### src/rtl/alu_reg_file_if.sv
// Host-side register bus of alu_reg_file: write strobe, combinational read port
// and engine status.
interface alu_reg_file_if #(
    parameter int DATA_W = 32,
    parameter int ADDR_W = 32
);
    // Handshake: write_en is a one-cycle strobe that is always taken (no backpressure).
    // An operation is launched by writing CTRL with GO while busy=0. busy stays high
    // until the commit edge. done_pulse is high for the single cycle after that edge,
    // and in that same cycle read_data already shows the committed value.
    logic                write_en;
    logic [ADDR_W-1:0]   write_addr;
    logic [DATA_W-1:0]   write_data;
    logic [DATA_W/8-1:0] write_strb;
    logic [ADDR_W-1:0]   read_addr;
    logic [DATA_W-1:0]   read_data;
    logic                busy;
    logic                done_pulse;

    modport master (
        output write_en, write_addr, write_data, write_strb, read_addr,
        input  read_data, busy, done_pulse
    );
    modport slave (
        input  write_en, write_addr, write_data, write_strb, read_addr,
        output read_data, busy, done_pulse
    );
endinterface

### src/rtl/alu_reg_file.sv
// Register file with an attached ALU / memory-register engine. Operations are
// launched by CTRL.GO and sequenced by an IDLE/EXEC/MUL state machine.
module alu_reg_file #(
    parameter int DATA_W   = 32,
    parameter int NUM_REGS = 16,
    parameter int OPND_W   = 8,
    parameter int ADDR_W   = 32
) (
    input  logic          clk,
    input  logic          reset_n,
    alu_reg_file_if.slave bus,
    output logic [1:0]    dbg_state
);
    localparam int IDX_W  = $clog2(NUM_REGS);
    localparam int STRB_W = DATA_W / 8;
    localparam int PROD_W = 2 * OPND_W;
    localparam int CNT_W  = $clog2(OPND_W + 1);

    localparam logic [IDX_W-1:0] IDX_OPA    = IDX_W'(0);
    localparam logic [IDX_W-1:0] IDX_OPB    = IDX_W'(1);
    localparam logic [IDX_W-1:0] IDX_CTRL   = IDX_W'(2);
    localparam logic [IDX_W-1:0] IDX_RESULT = IDX_W'(3);
    localparam logic [IDX_W-1:0] IDX_MSEL   = IDX_W'(4);
    localparam logic [IDX_W-1:0] IDX_STATUS = IDX_W'(5);

    typedef enum logic [1:0] {S_IDLE = 2'd0, S_EXEC = 2'd1, S_MUL = 2'd2} state_t;
    state_t state_q, state_d;

    logic [OPND_W-1:0] opa_q, opb_q, lat_a, lat_b, mplier_q;
    logic [2:0]        opcode_q, lat_op, next_op;
    logic [DATA_W-1:0] result_q, msel_q;
    logic              done_q, err_msel_q, wr_drop_q, done_pulse_q;
    logic [DATA_W-1:0] mem_q [6:NUM_REGS-1];
    logic              lat_msel_ok;
    logic [IDX_W-1:0]  lat_midx;
    logic [PROD_W-1:0] acc_q, mcand_q, acc_next;
    logic [CNT_W-1:0]  cnt_q;

    logic [IDX_W-1:0]  wr_idx, rd_idx;
    logic              busy, wr_valid, wr_protected, drop, host_ok, go, sts_clr, msel_ok;
    logic [DATA_W-1:0] wr_cur, wr_merged, read_val;
    logic              res_we, mem_we, set_err, set_done;
    logic [DATA_W-1:0] res_val, mem_val, mem_cur, a_ext, b_ext;
    logic              unused_addr_bits;

    assign wr_idx = bus.write_addr[IDX_W+1:2];
    assign rd_idx = bus.read_addr[IDX_W+1:2];
    assign busy   = (state_q != S_IDLE);
    assign unused_addr_bits = ^{bus.write_addr[ADDR_W-1:IDX_W+2], bus.write_addr[1:0],
                                bus.read_addr[ADDR_W-1:IDX_W+2], bus.read_addr[1:0]};

    function automatic logic [DATA_W-1:0] reg_value(input logic [IDX_W-1:0] idx);
        logic [DATA_W-1:0] v;
        v = '0;
        if (int'(idx) < NUM_REGS) begin
            case (idx)
                IDX_OPA:    v = DATA_W'(opa_q);
                IDX_OPB:    v = DATA_W'(opb_q);
                IDX_CTRL:   v = DATA_W'(opcode_q);
                IDX_RESULT: v = result_q;
                IDX_MSEL:   v = msel_q;
                IDX_STATUS: v = DATA_W'({wr_drop_q, err_msel_q, done_q, busy});
                default:    v = mem_q[idx];
            endcase
        end
        return v;
    endfunction

    always_comb begin
        read_val = reg_value(rd_idx);
        wr_cur   = reg_value(wr_idx);
        for (int b = 0; b < STRB_W; b++) begin
            wr_merged[8*b +: 8] = bus.write_strb[b] ? bus.write_data[8*b +: 8] : wr_cur[8*b +: 8];
        end
    end

    // Operand, control and MSEL writes are locked out while the engine runs.
    assign wr_valid     = bus.write_en && (int'(wr_idx) < NUM_REGS);
    assign wr_protected = (wr_idx == IDX_OPA) || (wr_idx == IDX_OPB) ||
                          (wr_idx == IDX_CTRL) || (wr_idx == IDX_MSEL);
    assign drop    = wr_valid && busy && wr_protected;
    assign host_ok = wr_valid && !(busy && wr_protected);
    assign go      = host_ok && (wr_idx == IDX_CTRL) && bus.write_strb[1] && bus.write_data[8];
    assign next_op = wr_merged[2:0];
    assign sts_clr = host_ok && (wr_idx == IDX_STATUS) && bus.write_strb[0];
    assign msel_ok = (msel_q >= DATA_W'(6)) && (msel_q < DATA_W'(NUM_REGS));

    always_comb begin
        res_we   = 1'b0;
        res_val  = result_q;
        mem_we   = 1'b0;
        mem_val  = '0;
        set_err  = 1'b0;
        set_done = 1'b0;
        a_ext    = DATA_W'(lat_a);
        b_ext    = DATA_W'(lat_b);
        mem_cur  = lat_msel_ok ? mem_q[lat_midx] : '0;
        acc_next = acc_q + (mplier_q[0] ? mcand_q : '0);
        if (state_q == S_EXEC) begin
            set_done = 1'b1;
            case (lat_op)
                3'd0: begin res_we = 1'b1; res_val = a_ext + b_ext; end
                3'd1: begin res_we = 1'b1; res_val = a_ext - b_ext; end
                3'd2: begin res_we = 1'b1; res_val = a_ext & b_ext; end
                3'd4: begin mem_we = lat_msel_ok; mem_val = mem_cur + result_q; set_err = !lat_msel_ok; end
                3'd5: begin mem_we = lat_msel_ok; mem_val = mem_cur - result_q; set_err = !lat_msel_ok; end
                3'd6: begin res_we = lat_msel_ok; res_val = mem_cur; set_err = !lat_msel_ok; end
                3'd7: begin mem_we = lat_msel_ok; mem_val = '0; set_err = !lat_msel_ok; end
                default: ;
            endcase
        end else if (state_q == S_MUL && cnt_q == CNT_W'(1)) begin
            set_done = 1'b1;
            res_we   = 1'b1;
            res_val  = DATA_W'(acc_next);
        end
    end

    always_comb begin
        state_d = state_q;
        case (state_q)
            S_IDLE:  if (go) state_d = (next_op == 3'd3) ? S_MUL : S_EXEC;
            S_EXEC:  state_d = S_IDLE;
            S_MUL:   if (cnt_q == CNT_W'(1)) state_d = S_IDLE;
            default: state_d = S_IDLE;
        endcase
    end

    always_ff @(posedge clk) begin
        if (!reset_n) state_q <= S_IDLE;
        else          state_q <= state_d;
    end

    always_ff @(posedge clk) begin
        if (!reset_n) begin
            opa_q <= '0; opb_q <= '0; opcode_q <= '0; result_q <= '0; msel_q <= '0;
            done_q <= 1'b0; err_msel_q <= 1'b0; wr_drop_q <= 1'b0; done_pulse_q <= 1'b0;
            lat_a <= '0; lat_b <= '0; lat_op <= '0; lat_msel_ok <= 1'b0; lat_midx <= '0;
            acc_q <= '0; mcand_q <= '0; mplier_q <= '0; cnt_q <= '0;
        end else begin
            if (host_ok && wr_idx == IDX_OPA)  opa_q    <= wr_merged[OPND_W-1:0];
            if (host_ok && wr_idx == IDX_OPB)  opb_q    <= wr_merged[OPND_W-1:0];
            if (host_ok && wr_idx == IDX_CTRL) opcode_q <= wr_merged[2:0];
            if (host_ok && wr_idx == IDX_MSEL) msel_q   <= wr_merged;
            if (res_we) result_q <= res_val;
            // New events win over a same-edge write-1-to-clear.
            done_q       <= set_done | (done_q     & ~(sts_clr & bus.write_data[1]));
            err_msel_q   <= set_err  | (err_msel_q & ~(sts_clr & bus.write_data[2]));
            wr_drop_q    <= drop     | (wr_drop_q  & ~(sts_clr & bus.write_data[3]));
            done_pulse_q <= set_done;
            // Operands are captured from the pre-edge register values at GO.
            if (go) begin
                lat_a       <= opa_q;
                lat_b       <= opb_q;
                lat_op      <= next_op;
                lat_msel_ok <= msel_ok;
                lat_midx    <= msel_q[IDX_W-1:0];
                acc_q       <= '0;
                mcand_q     <= PROD_W'(opa_q);
                mplier_q    <= opb_q;
                cnt_q       <= CNT_W'(OPND_W);
            end else if (state_q == S_MUL) begin
                acc_q    <= acc_next;
                mcand_q  <= mcand_q << 1;
                mplier_q <= mplier_q >> 1;
                cnt_q    <= cnt_q - CNT_W'(1);
            end
        end
    end

    // An engine commit overrides a host write to the same MEM register.
    for (genvar g = 6; g < NUM_REGS; g++) begin : g_mem
        always_ff @(posedge clk) begin
            if (!reset_n)                                     mem_q[g] <= '0;
            else if (mem_we && lat_midx == IDX_W'(g))          mem_q[g] <= mem_val;
            else if (host_ok && wr_idx == IDX_W'(g))           mem_q[g] <= wr_merged;
        end
    end

    always_comb bus.read_data = read_val;
    assign bus.busy       = busy;
    assign bus.done_pulse = done_pulse_q;
    assign dbg_state      = state_q;
endmodule
### src/flat_wrapper.sv
// flat-port wrapper written by rule: the top's interface ports become plain ports
module alu_reg_file_flat 
#(
    parameter int DATA_W   = 32,
    parameter int NUM_REGS = 16,
    parameter int OPND_W   = 8,
    parameter int ADDR_W   = 32
)
  (clk, reset_n, dbg_state, bus_write_en, bus_write_addr, bus_write_data, bus_write_strb, bus_read_addr, bus_read_data, bus_busy, bus_done_pulse);
  alu_reg_file_if #(.DATA_W(DATA_W), .ADDR_W(ADDR_W)) bus_i ();
  input  logic clk;
  input  logic reset_n;
  output logic [1:0] dbg_state;
  input wire logic [$bits(bus_i.write_en)-1:0] bus_write_en;
  input wire logic [$bits(bus_i.write_addr)-1:0] bus_write_addr;
  input wire logic [$bits(bus_i.write_data)-1:0] bus_write_data;
  input wire logic [$bits(bus_i.write_strb)-1:0] bus_write_strb;
  input wire logic [$bits(bus_i.read_addr)-1:0] bus_read_addr;
  output wire logic [$bits(bus_i.read_data)-1:0] bus_read_data;
  output wire logic [$bits(bus_i.busy)-1:0] bus_busy;
  output wire logic [$bits(bus_i.done_pulse)-1:0] bus_done_pulse;
  assign bus_i.write_en = bus_write_en;
  assign bus_i.write_addr = bus_write_addr;
  assign bus_i.write_data = bus_write_data;
  assign bus_i.write_strb = bus_write_strb;
  assign bus_i.read_addr = bus_read_addr;
  assign bus_read_data = bus_i.read_data;
  assign bus_busy = bus_i.busy;
  assign bus_done_pulse = bus_i.done_pulse;
  alu_reg_file #(.DATA_W(DATA_W), .NUM_REGS(NUM_REGS), .OPND_W(OPND_W), .ADDR_W(ADDR_W)) u_core (.clk(clk), .reset_n(reset_n), .bus(bus_i), .dbg_state(dbg_state));
endmodule
### config.mk
export PLATFORM = sky130hd
export DESIGN_NAME = alu_reg_file_flat
export DESIGN_NICKNAME = d
export VERILOG_FILES = /design/src/rtl/alu_reg_file_if.sv /design/src/rtl/alu_reg_file.sv /design/src/flat_wrapper.sv
export SDC_FILE = /design/constraint.sdc
export NUM_CORES = 1
export LEC_CHECK = 0
export CAP_MARGIN = 15
export CORE_MARGIN = 3
export CORE_UTILIZATION = 45
export DETAILED_ROUTE_END_ITERATION = 8
export HOLD_SLACK_MARGIN = 0.08
export SETUP_SLACK_MARGIN = 0.15
export SLEW_MARGIN = 5
export SYNTH_ARGS = -nofsm -noshare
export SYNTH_HDL_FRONTEND = slang
export SYNTH_SLANG_ARGS = --single-unit
export TNS_END_PERCENT = 20
### constraint.sdc
create_clock -name clk -period 7.7 [get_ports clk]
set_clock_uncertainty 0.15 [all_clocks]
set_input_delay 1.54 -clock clk [delete_from_list [all_inputs] [get_ports clk]]
set_output_delay 1.54 -clock clk [all_outputs]
set_load 0.01 [all_outputs]
==> metrics.md <==
| Metric | Value |
|---|---|
| Outcome | `complete, no violations` |
| Slew Limit Fails | `0` |
| Hold Fails Final Rpt | `0` |
| DP Wirelength | `a little over 80000 microns` |
| Io pins | `~140` |
| H-tree depth | `2` |
| Yosys cell types | `between 70 and 80` |
| Number of port buffers | `~80` |
| Syn nets | `between 3000 and 4000` |
| Initial antenna violation count | `1` |
| GRT Overall Usage | `between 30% and 40%` |
| GPL Wtd Cong | `about 0.95` |
| Clk buf depth | `3` |
| Crit path kind | `input pin to output port` |
| Net Switching | `a little under 2 mW` |
| Number of synthesized flops with an enable pin | `between 300 and 400` |
| Area Growth Syn to Fin | `11.4%` |
| Final nets | `roughly 3100` |
| Die area | `73800 sq um` |
| Per-cell routed wire length | `approximately 30 microns` |
| Global-route wire length before repair | `approximately 170000 microns` |
| Detail Route Antenna Nets | `0` |
| CP arrival | `4.76 ns` |
| First-iteration detailed-routing DRC count | `approximately 4000` |
| Avg Inst Size Synth | `10.4 sq um` |
| Power Total | `slightly below 7 mW` |
| CTS buffer count | `55` |
| Clock Sinks | `roughly 480` |
| Crit start category | `input pin` |
| Final TNS setup | `0 ns` |
| Max-cap violations | `0` |
| #FFs+latches synth | `approximately 480` |
| Clock slew at reported path FFs | `approximately 0.06 ns` |
| Total grt overflow | `0` |
| Fill count | `between 6000 and 7000` |
| Cts repair resizes | `0` |
| Postcts setup bufs | `0` |
| Layout cell share with drive strength beyond 1 | `14.8%` |
| Final cell count without fillers | `between 3000 and 4000` |
| CTS tree | `done` |
| Vias in the first global route | `around 27000` |
| Starting Density | `~46%` |
| Post-Syn Area | `31700 sq um` |
| Peak supply drop | `between 0.15 and 0.2 mV` |
| Worst skew pair latency | `about 0.68 ns` |
| Largest net degree at the start of global routing | `between 70 and 80` |
| Worst Tran Pin Value | `approximately 1.3 ns` |
| Num rows | `between 90 and 100` |
| Clock share of power | `between 40% and 50%` |
| Worst hold path type | `flop to flop` |
| Routed vias/inst | `a little over 7` |
| Commonest non-fill, non-tap cells in the layout | `320 x edfxtp_1, 319 x o22ai_1, 287 x nand2_1, 223 x a21oi_1, 198 x mux4_2` |
| Hold buffer count at cts | `0` |
| Comb power frac | `roughly 15%` |
| Yosys warns | `0` |
| Sequential share of power | `between 40% and 50%` |
| RSZ-0062 raised after global routing | `no` |
| P_int | `between 4 and 5 mW` |
| Tmin final | `about 6.5 ns` |
| Final Cycle Share | `83.8%` |
| Core region area | `about 69000 sq um` |
| Cells after synthesis | `3055` |
| Max-slew headroom | `a little over an eighth` |
| Vias | `about 28000` |
| CP Max Fanout | `21` |
| Root Driver | `clkbuf_16` |
| Crit end category | `output port` |
| Placed Instances | `roughly 3800` |
| Pwr Density | `194 nW/um^2` |
| DR pass1 iterations | `6` |
| Wirelength, routed | `120000 microns` |
| Die height | `roughly 270 microns` |
| Chip Width | `between 200 and 300 microns` |
| Ant diodes | `0` |
| Maximum achievable frequency | `around 160 MHz` |
| Leak Pwr | `about 12 nW` |
| Detailed-route DRC error count | `0` |
| Post-synthesis sequential area ratio | `a little over 40%` |
| Commonest non-fill, non-tap cell in the layout | `edfxtp_1` |
| Switch share | `roughly 28%` |
| Util after Layout | `around 50%` |
| CP Data Required Time | `around 6 ns` |
| Post-synth ARST share | `0%` |
| Top_reg_cell synth | `edfxtp_1` |
| Final setup viols | `0` |
## cell families after synthesis
group,after synthesis,share of synthesized area [%]
AO/OA/AOI/OAI,1023,21.1
adder cells (fa/ha/maj),69,2.81
flip-flops,481,40.4
XOR/XNOR,84,2.38
buffers and inverters,348,4.22
multiplexers,355,19.1
AND/OR/NAND/NOR,695,9.98
## area by class of cell
type	instances	area, sq um	area share [%]
timing repair buffer	164	1440	4.06
sequential	481	12800	36.3
clock inverter	30	444	1.26
inverter	49	185	0.524
clock buffer	74	1580	4.47
multi-input combinational	2226	17700	50.1
tap	931	1160	3.29
## worst max-delay path, stage by stage
cell             delay, ns
buf_2                 0.65
nand2_1               0.74
o21ai_0               0.83
nor2_1                0.12
a21oi_1               0.27
clkdlybuf4s50_1       0.59
## state kept, by name, summed over array words and instances (netlist names), 16 cells and up, named ones only
| name | count |
|---|---|
| u_core.msel_q | 32 |
| u_core.acc_q | 16 |
| u_core.mem_q | 320 |
| u_core.mcand_q | 16 |
| u_core.result_q | 32 |
## Yosys cell counts, types with 12 or more instances
cell type,number,share of area (%)
o211ai_1,12,0.28
a2111oi_0,27,0.74
and2_1,28,0.55
mux4_2,198,14
o31ai_1,15,0.35
a221oi_1,35,0.97
dfxtp_1,161,10
buf_1,40,0.47
mux2_2,27,0.96
inv_1,49,0.58
a22oi_1,33,0.78
xor2_1,40,1.1
edfxtp_1,320,30
ha_1,65,2.6
xnor2_1,43,1.2
nand2_1,287,3.4
o211a_1,25,0.79
clkbuf_1,242,2.9
mux2i_1,129,4.1
nand3_1,41,0.65
buf_2,13,0.20
a31oi_1,14,0.28
o221ai_1,20,0.55
o21ai_0,91,1.4
a21o_1,41,0.97
a211oi_1,100,2.4
o22ai_1,319,6.3
nand2b_1,28,0.55
nor2b_1,52,1.0
nor2_1,173,2.0
a21oi_1,223,3.5
nor3_1,24,0.38
## power by group through the flow
stage          logic, mW  clock network, mW  registers (mW)
3_3_place_gp       0.991                  0            2.94
6_report            1.06               2.92            2.90
2_1_floorplan      0.621                  0            2.93
3_5_place_dp        1.00                  0            2.95
5_1_grt             1.09               3.05            2.90
4_1_cts             1.01               2.93            2.89
## worst paths after layout
check,startpoint,end,slack [ns],depth (start not counted)
max,bus_read_addr[4],bus_read_data[11],1.25,6
min reg2reg,u_core.acc_q[14],u_core.acc_q[14],0.31,2
min,u_core.acc_q[14],u_core.acc_q[14],0.31,2
max reg2reg,flop,u_core.mem_q[7][30],1.49,14
## per-layer routing
metal  vias up  part of all wire [%]  GRT usage, %
li1      11800                     -             -
met1     13900                    38          43.6
met2      2000                    45          48.4
met3       299                    13          7.68
met4         2                   3.8          10.8
met5         -                 0.039         0.461
## through the flow
stage	setup WS, ns	instance area, sq um	hold WS (ns)
floorplan	2.21	31700	0.286
global placement	1.36	33300	0.295
detailed placement	1.40	33300	0.299
CTS	1.38	35300	0.309
global route	1.15	35400	0.332
finish	1.25	35400	0.305
No activity file was read; power rests on OpenSTA's default activity.
